`src/rtl/c_writeback.sv`:
```
// c_writeback: buffers accumulator rows from the compute core and writes each one as a single BRAM C word.
// Latency: a row accepted at edge N into an empty FIFO is on the BRAM port in the cycle after edge N+1.
// Backpressure: in_ready drops when the row FIFO is full or every row of the job has been accepted.

module c_wb_fifo #(
    parameter int W     = 256,
    parameter int DEPTH = 4
) (
    input  logic         clk,
    input  logic         rst,
    input  logic         wr_vld,
    output logic         wr_rdy,
    input  logic [W-1:0] wr_dat,
    output logic         rd_vld,
    input  logic         rd_rdy,
    output logic [W-1:0] rd_dat
);
    localparam int AW = $clog2(DEPTH);

    logic [AW:0]  wr_ptr_q, wr_ptr_d;
    logic [AW:0]  rd_ptr_q, rd_ptr_d;
    logic [W-1:0] mem_q [DEPTH];
    logic         push;
    logic         pop;

    // Extra pointer bit separates full from empty when the low bits match.
    assign wr_rdy = !((wr_ptr_q[AW] != rd_ptr_q[AW]) && (wr_ptr_q[AW-1:0] == rd_ptr_q[AW-1:0]));
    assign rd_vld = (wr_ptr_q != rd_ptr_q);
    assign rd_dat = mem_q[rd_ptr_q[AW-1:0]];
    assign push   = wr_vld && wr_rdy;
    assign pop    = rd_vld && rd_rdy;

    always_comb begin
        wr_ptr_d = wr_ptr_q;
        rd_ptr_d = rd_ptr_q;
        if (push) wr_ptr_d = wr_ptr_q + 1'b1;
        if (pop)  rd_ptr_d = rd_ptr_q + 1'b1;
    end

    always_ff @(posedge clk or posedge rst) begin
        if (rst) begin
            wr_ptr_q <= '0;
            rd_ptr_q <= '0;
        end else begin
            wr_ptr_q <= wr_ptr_d;
            rd_ptr_q <= rd_ptr_d;
        end
    end

    always_ff @(posedge clk) begin
        if (push) mem_q[wr_ptr_q[AW-1:0]] <= wr_dat;
    end
endmodule

module c_writeback #(
    parameter int LANES      = 8,
    parameter int ACC_W      = 32,
    parameter int ADDR_W     = 10,
    parameter int FIFO_DEPTH = 4
) (
    input  logic                   clk,
    input  logic                   rst,
    input  logic                   cfg_valid,
    output logic                   cfg_ready,
    input  logic [ADDR_W-1:0]      cfg_base,
    input  logic [ADDR_W-1:0]      cfg_stride,
    input  logic [15:0]            cfg_rows,
    input  logic                   in_valid,
    output logic                   in_ready,
    input  logic [LANES*ACC_W-1:0] in_data,
    output logic [ADDR_W-1:0]      bram_c_addr,
    output logic [LANES*ACC_W-1:0] bram_c_din,
    output logic                   bram_c_en,
    output logic                   bram_c_we,
    output logic                   busy,
    output logic                   done
);
    localparam int ROW_W = LANES * ACC_W;

    typedef enum logic [1:0] {IDLE, RUN, FLUSH, DONE} state_t;

    state_t            state_q, state_d;
    logic [ADDR_W-1:0] stride_q, stride_d;
    logic [ADDR_W-1:0] wr_addr_q, wr_addr_d;
    logic [ADDR_W-1:0] addr_q, addr_d;
    logic [15:0]       rows_q, rows_d;
    logic [15:0]       acc_cnt_q, acc_cnt_d;
    logic [15:0]       wr_cnt_q, wr_cnt_d;
    logic [ROW_W-1:0]  din_q, din_d;
    logic              en_q, en_d;

    logic              push;
    logic              fifo_wr_rdy;
    logic              fifo_rd_vld;
    logic [ROW_W-1:0]  fifo_rd_dat;

    assign cfg_ready   = (state_q == IDLE);
    assign busy        = (state_q == RUN) || (state_q == FLUSH);
    assign done        = (state_q == DONE);
    assign in_ready    = (state_q == RUN) && fifo_wr_rdy && (acc_cnt_q < rows_q);
    assign push        = in_valid && in_ready;

    assign bram_c_addr = addr_q;
    assign bram_c_din  = din_q;
    assign bram_c_en   = en_q;
    assign bram_c_we   = en_q;

    // The write side drains unconditionally: the head pops every cycle it exists.
    c_wb_fifo #(
        .W     (ROW_W),
        .DEPTH (FIFO_DEPTH)
    ) u_fifo (
        .clk    (clk),
        .rst    (rst),
        .wr_vld (push),
        .wr_rdy (fifo_wr_rdy),
        .wr_dat (in_data),
        .rd_vld (fifo_rd_vld),
        .rd_rdy (1'b1),
        .rd_dat (fifo_rd_dat)
    );

    always_comb begin
        state_d   = state_q;
        stride_d  = stride_q;
        rows_d    = rows_q;
        acc_cnt_d = acc_cnt_q;
        wr_cnt_d  = wr_cnt_q;
        wr_addr_d = wr_addr_q;
        addr_d    = addr_q;
        din_d     = din_q;
        en_d      = 1'b0;

        if (push) acc_cnt_d = acc_cnt_q + 16'd1;

        if (fifo_rd_vld) begin
            en_d      = 1'b1;
            addr_d    = wr_addr_q;
            din_d     = fifo_rd_dat;
            wr_addr_d = wr_addr_q + stride_q;
            wr_cnt_d  = wr_cnt_q + 16'd1;
        end

        case (state_q)
            IDLE: begin
                if (cfg_valid) begin
                    stride_d  = cfg_stride;
                    rows_d    = cfg_rows;
                    acc_cnt_d = '0;
                    wr_cnt_d  = '0;
                    wr_addr_d = cfg_base;
                    state_d   = (cfg_rows == 16'd0) ? DONE : RUN;
                end
            end
            RUN: begin
                if (acc_cnt_q == rows_q) state_d = FLUSH;
            end
            FLUSH: begin
                // wr_cnt only reaches rows on the edge that put the final write on the port.
                if (wr_cnt_q == rows_q) state_d = DONE;
            end
            DONE: begin
                state_d = IDLE;
            end
            default: state_d = IDLE;
        endcase
    end

    always_ff @(posedge clk or posedge rst) begin
        if (rst) begin
            state_q   <= IDLE;
            stride_q  <= '0;
            rows_q    <= '0;
            acc_cnt_q <= '0;
            wr_cnt_q  <= '0;
            wr_addr_q <= '0;
            addr_q    <= '0;
            din_q     <= '0;
            en_q      <= 1'b0;
        end else begin
            state_q   <= state_d;
            stride_q  <= stride_d;
            rows_q    <= rows_d;
            acc_cnt_q <= acc_cnt_d;
            wr_cnt_q  <= wr_cnt_d;
            wr_addr_q <= wr_addr_d;
            addr_q    <= addr_d;
            din_q     <= din_d;
            en_q      <= en_d;
        end
    end
endmodule

```
`config.mk`:
```
export PLATFORM = sky130hd
export DESIGN_NAME = c_writeback
export DESIGN_NICKNAME = d
export VERILOG_FILES = /design/src/rtl/c_writeback.sv
export SDC_FILE = /design/constraint.sdc
export NUM_CORES = 2
export LEC_CHECK = 0
export ABC_CLOCK_PERIOD_IN_PS = 14600
export BUFFER_PORTS_ARGS = -buffer_cell sky130_fd_sc_hd__buf_2
export CORE_MARGIN = 2
export CORE_UTILIZATION = 44
export DETAILED_ROUTE_END_ITERATION = 16
export GPL_TIMING_DRIVEN = 1
export PLACE_DENSITY_LB_ADDON = 0.25
export SLEW_MARGIN = 10
export SYNTH_ARGS = -nofsm -noshare
export SYNTH_HDL_FRONTEND = slang
export SYNTH_SLANG_ARGS = --single-unit
```
`constraint.sdc`:
```
create_clock -name clk -period 14.6 [get_ports clk]
set_clock_uncertainty 0.05 [all_clocks]
set_input_delay 1.46 -clock clk [delete_from_list [all_inputs] [get_ports clk]]
set_output_delay 1.46 -clock clk [all_outputs]
set_load 0.005 [all_outputs]
```
==> impl_metrics.yaml <==
worst_setup_path:
  reg2reg_depth: 7
  cp_data_required_time_ns: 14.88
  crit_type: "flop to flop"
  r2r_setup_slack_ns: 9.42
  critPathMaxFanout: 68
  arrival_ns: 5.47
  cp-end-kind: "flop"
  cp-start-kind: "flop"
timing:
  fin_ws_ns: 9.42
  relSlewSlack_pct: 25.3
  drv_slew: 0
  worst_pin_slew_ns: 1.12
  timing.hold.ws_ns: 0.407
  post-route-period-util_pct: 35.5
  final-setup-viol-count: 0
  fmax_mhz: 193
  rsz0062_at_grt: "no"
  period_needed_ns: 5.18
  hold_viol: 0
  fin_setup_tns_ns: 0
synth:
  syn_area_um2: 51300
  synth-edff-count: 1024
  synth.net_count: 3309
  synth_top_cell_area_share_pct: 60.0
  ys_seq_elements: 1367
  synth.yosys.seq_area_share_pct: 76.7
  synth_area_leader_cell: "edfxtp_1"
  synth_most_common_cell: "edfxtp_1"
  synth_flop_cell: "edfxtp_1"
  ys_types: 50
  syn_inst: 2976
  yosys_warnings: 0
  synthArstFlopShare_pct: 25.1
  syn_avg_cell_area_um2: 17.2
  synth_common_cells: "edfxtp_1 (1024), nand2_1 (888), dfrtp_1 (343)"
  synth_area_leaders: "edfxtp_1 (60%), dfrtp_1 (17%), mux4_2 (11%)"
final_layout:
  fill_cells: 9431
  final_util_pct: 52.3
  syn_to_final_growth_pct: 18.2
  drive_above_1_share_pct: 29.2
  multi_input_area_um2: 11300
  final-seq-area_um2: 39300
  final_nets: 3921
floorplan:
  die_x_um: 345
  rows: 125
  boundaryPins: 568
  die_y_um: 345
  core_region_area_um2: 116000
  start_util_pct: 44.2
  die_area_um2: 119000
placed_design:
  place_congestion: 0.822
  dp_hpwl_um: 72300
  port-buffer-count: 567
  pre_cts_ws_ns: 9.31
clock_tree:
  htreeDepth: 4
  cts-root-buf: "clkbuf_16"
  cts_resized: 0
  numCtsBuffers: 144
  cts_tree: "done"
  cts_hold_buf: 0
  clock_path_buffers: 3
  clk_pin_slew_ns: 0.06
  clk_latency_ns: 0.75
  post_cts_buffers: 0
  clock_sinks: 1367
route:
  vias: 27200
  via_per_inst: 5.20
  drc: 0
  antenna_left: 0
  drt_iter0_markers: 1831
  dr.pass1.iters: 5
  wl_um: 119000
  wl_per_cell_um: 22.6
worst_hold_path:
  hold_path_class: "flop to flop"
  min_path_cells: 2
power:
  p_sw_uw: 1550
  seqPwrFrac_pct: 52.8
  p_total_uw: 7920
  p_sw_share_pct: 19.5
  leakagePower_uw: 0.0234
  ir_worst_vdd_v: 0.0000994
  combPwrFrac_pct: 1.2
  p_clk_share_pct: 46.0
  internal-power_uw: 6370
  powerDensity_nw_per_um2: 131
grt:
  grt_pass1_wl_um: 179000
  antenna_found_initial: 53
  grt_usage_pct: 19.9
  grt_overflow_total: 0
  grt_pass1_vias: 28100
  grt_max_degree: 144
flow_run:
  drv_cap: 0
run_status:
  status: "completed"
state kept, by name, indices dropped and copies added (netlist names), 2 cells and up:
signal           cells
bram_c_din         256
u_fifo.mem_q      1024
bram_c_addr         10
u_fifo.rd_ptr_q      3
stride_q            10
acc_cnt_q           16
wr_addr_q           10
u_fifo.wr_ptr_q      3
state_q              2
wr_cnt_q            16
rows_q              16
critical path, cell delays in order, from the launching register on:
cell,delay [ns]
dfrtp_4,0.97
xor2_2,0.21
nor2_1,0.09
a221oi_4,0.38
o311a_1,0.50
and3_4,0.76
buf_4,0.77
buf_4,0.94
metal layers:
layer	up-vias	GRT usage, %	wire length [µm]
li1	12300	-	-
met5	-	0	241
met3	243	4.69	6770
met1	14000	25.4	48300
met4	42	6.75	3160
met2	696	33.6	60300
kinds of logic (layout without fill, tap and decap cells):
group | Yosys count | in the layout | share of synthesized area (%)
adder cells (fa/ha/maj) | 37 | 37 | 0.917
AND/OR/NAND/NOR | 1010 | 1010 | 7.75
other | 0 | 12 | 0
multiplexers | 264 | 264 | 11.4
XOR/XNOR | 41 | 41 | 0.730
flip-flops | 1367 | 1367 | 76.7
buffers and inverters | 168 | 899 | 1.32
AO/OA/AOI/OAI | 89 | 89 | 1.18
placed cells by master, fill, tap and decap left out, types with 26 or more instances in the layout:
master	instances
edfxtp_1	1024
nand2_1	888
buf_2	567
dfrtp_1	341
mux4_2	256
clkbuf_16	150
clkbuf_1	48
ha_1	36
nor2_1	35
buf_4	35
inv_1	28
o21ai_0	26
power by group through the flow:
stage               Combinational (µW)  Sequential [µW]  Clock (µW)
CTS                               94.4             4180        3730
detailed placement                94.4             4260           0
global route                       104             4180        3880
finish                            92.1             4180        3640
global placement                  91.0             4260           0
floorplan                         14.0             4260           0
area by class of cell:
cell class | instances | share of cell area [%]
multi-input combinational | 1441 | 18.7
clock inverter | 58 | 1.16
tap | 1524 | 3.15
clock buffer | 207 | 6.69
timing repair buffer | 604 | 5.18
antenna | 12 | 0.0495
inverter | 30 | 0.211
sequential | 1367 | 64.9
stage by stage:
| stage | cell area [µm²] | cells |
|---|---|---|
| 2_1_floorplan | 51300 | 2976 |
| 3_3_place_gp | 55800 | 4966 |
| 3_5_place_dp | 55800 | 4966 |
| 4_1_cts | 60600 | 5231 |
| 5_1_grt | 60600 | 5241 |
| 6_report | 60600 | 5243 |
worst paths after layout:
| path | start | end |
|---|---|---|
| setup / recovery | u_fifo.rd_ptr_q[0]$_DFFE_PP0N_ | u_fifo.mem_q[0][95]$_DFFE_PP_ |
| hold / removal | bram_c_din[64]$_DFFE_PP0N_ | bram_c_din[64]$_DFFE_PP0N_ |
| setup reg to reg | u_fifo.rd_ptr_q[0]$_DFFE_PP0N_ | u_fifo.mem_q[0][95]$_DFFE_PP_ |
| hold reg to reg | bram_c_din[64]$_DFFE_PP0N_ | bram_c_din[64]$_DFFE_PP0N_ |
| max in group asynchronous | rst | bram_c_din[255]$_DFFE_PP0N_ |
| min in group asynchronous | rst | bram_c_din[192]$_DFFE_PP0N_ |
Note: power is estimated with default switching activity, not from simulation.
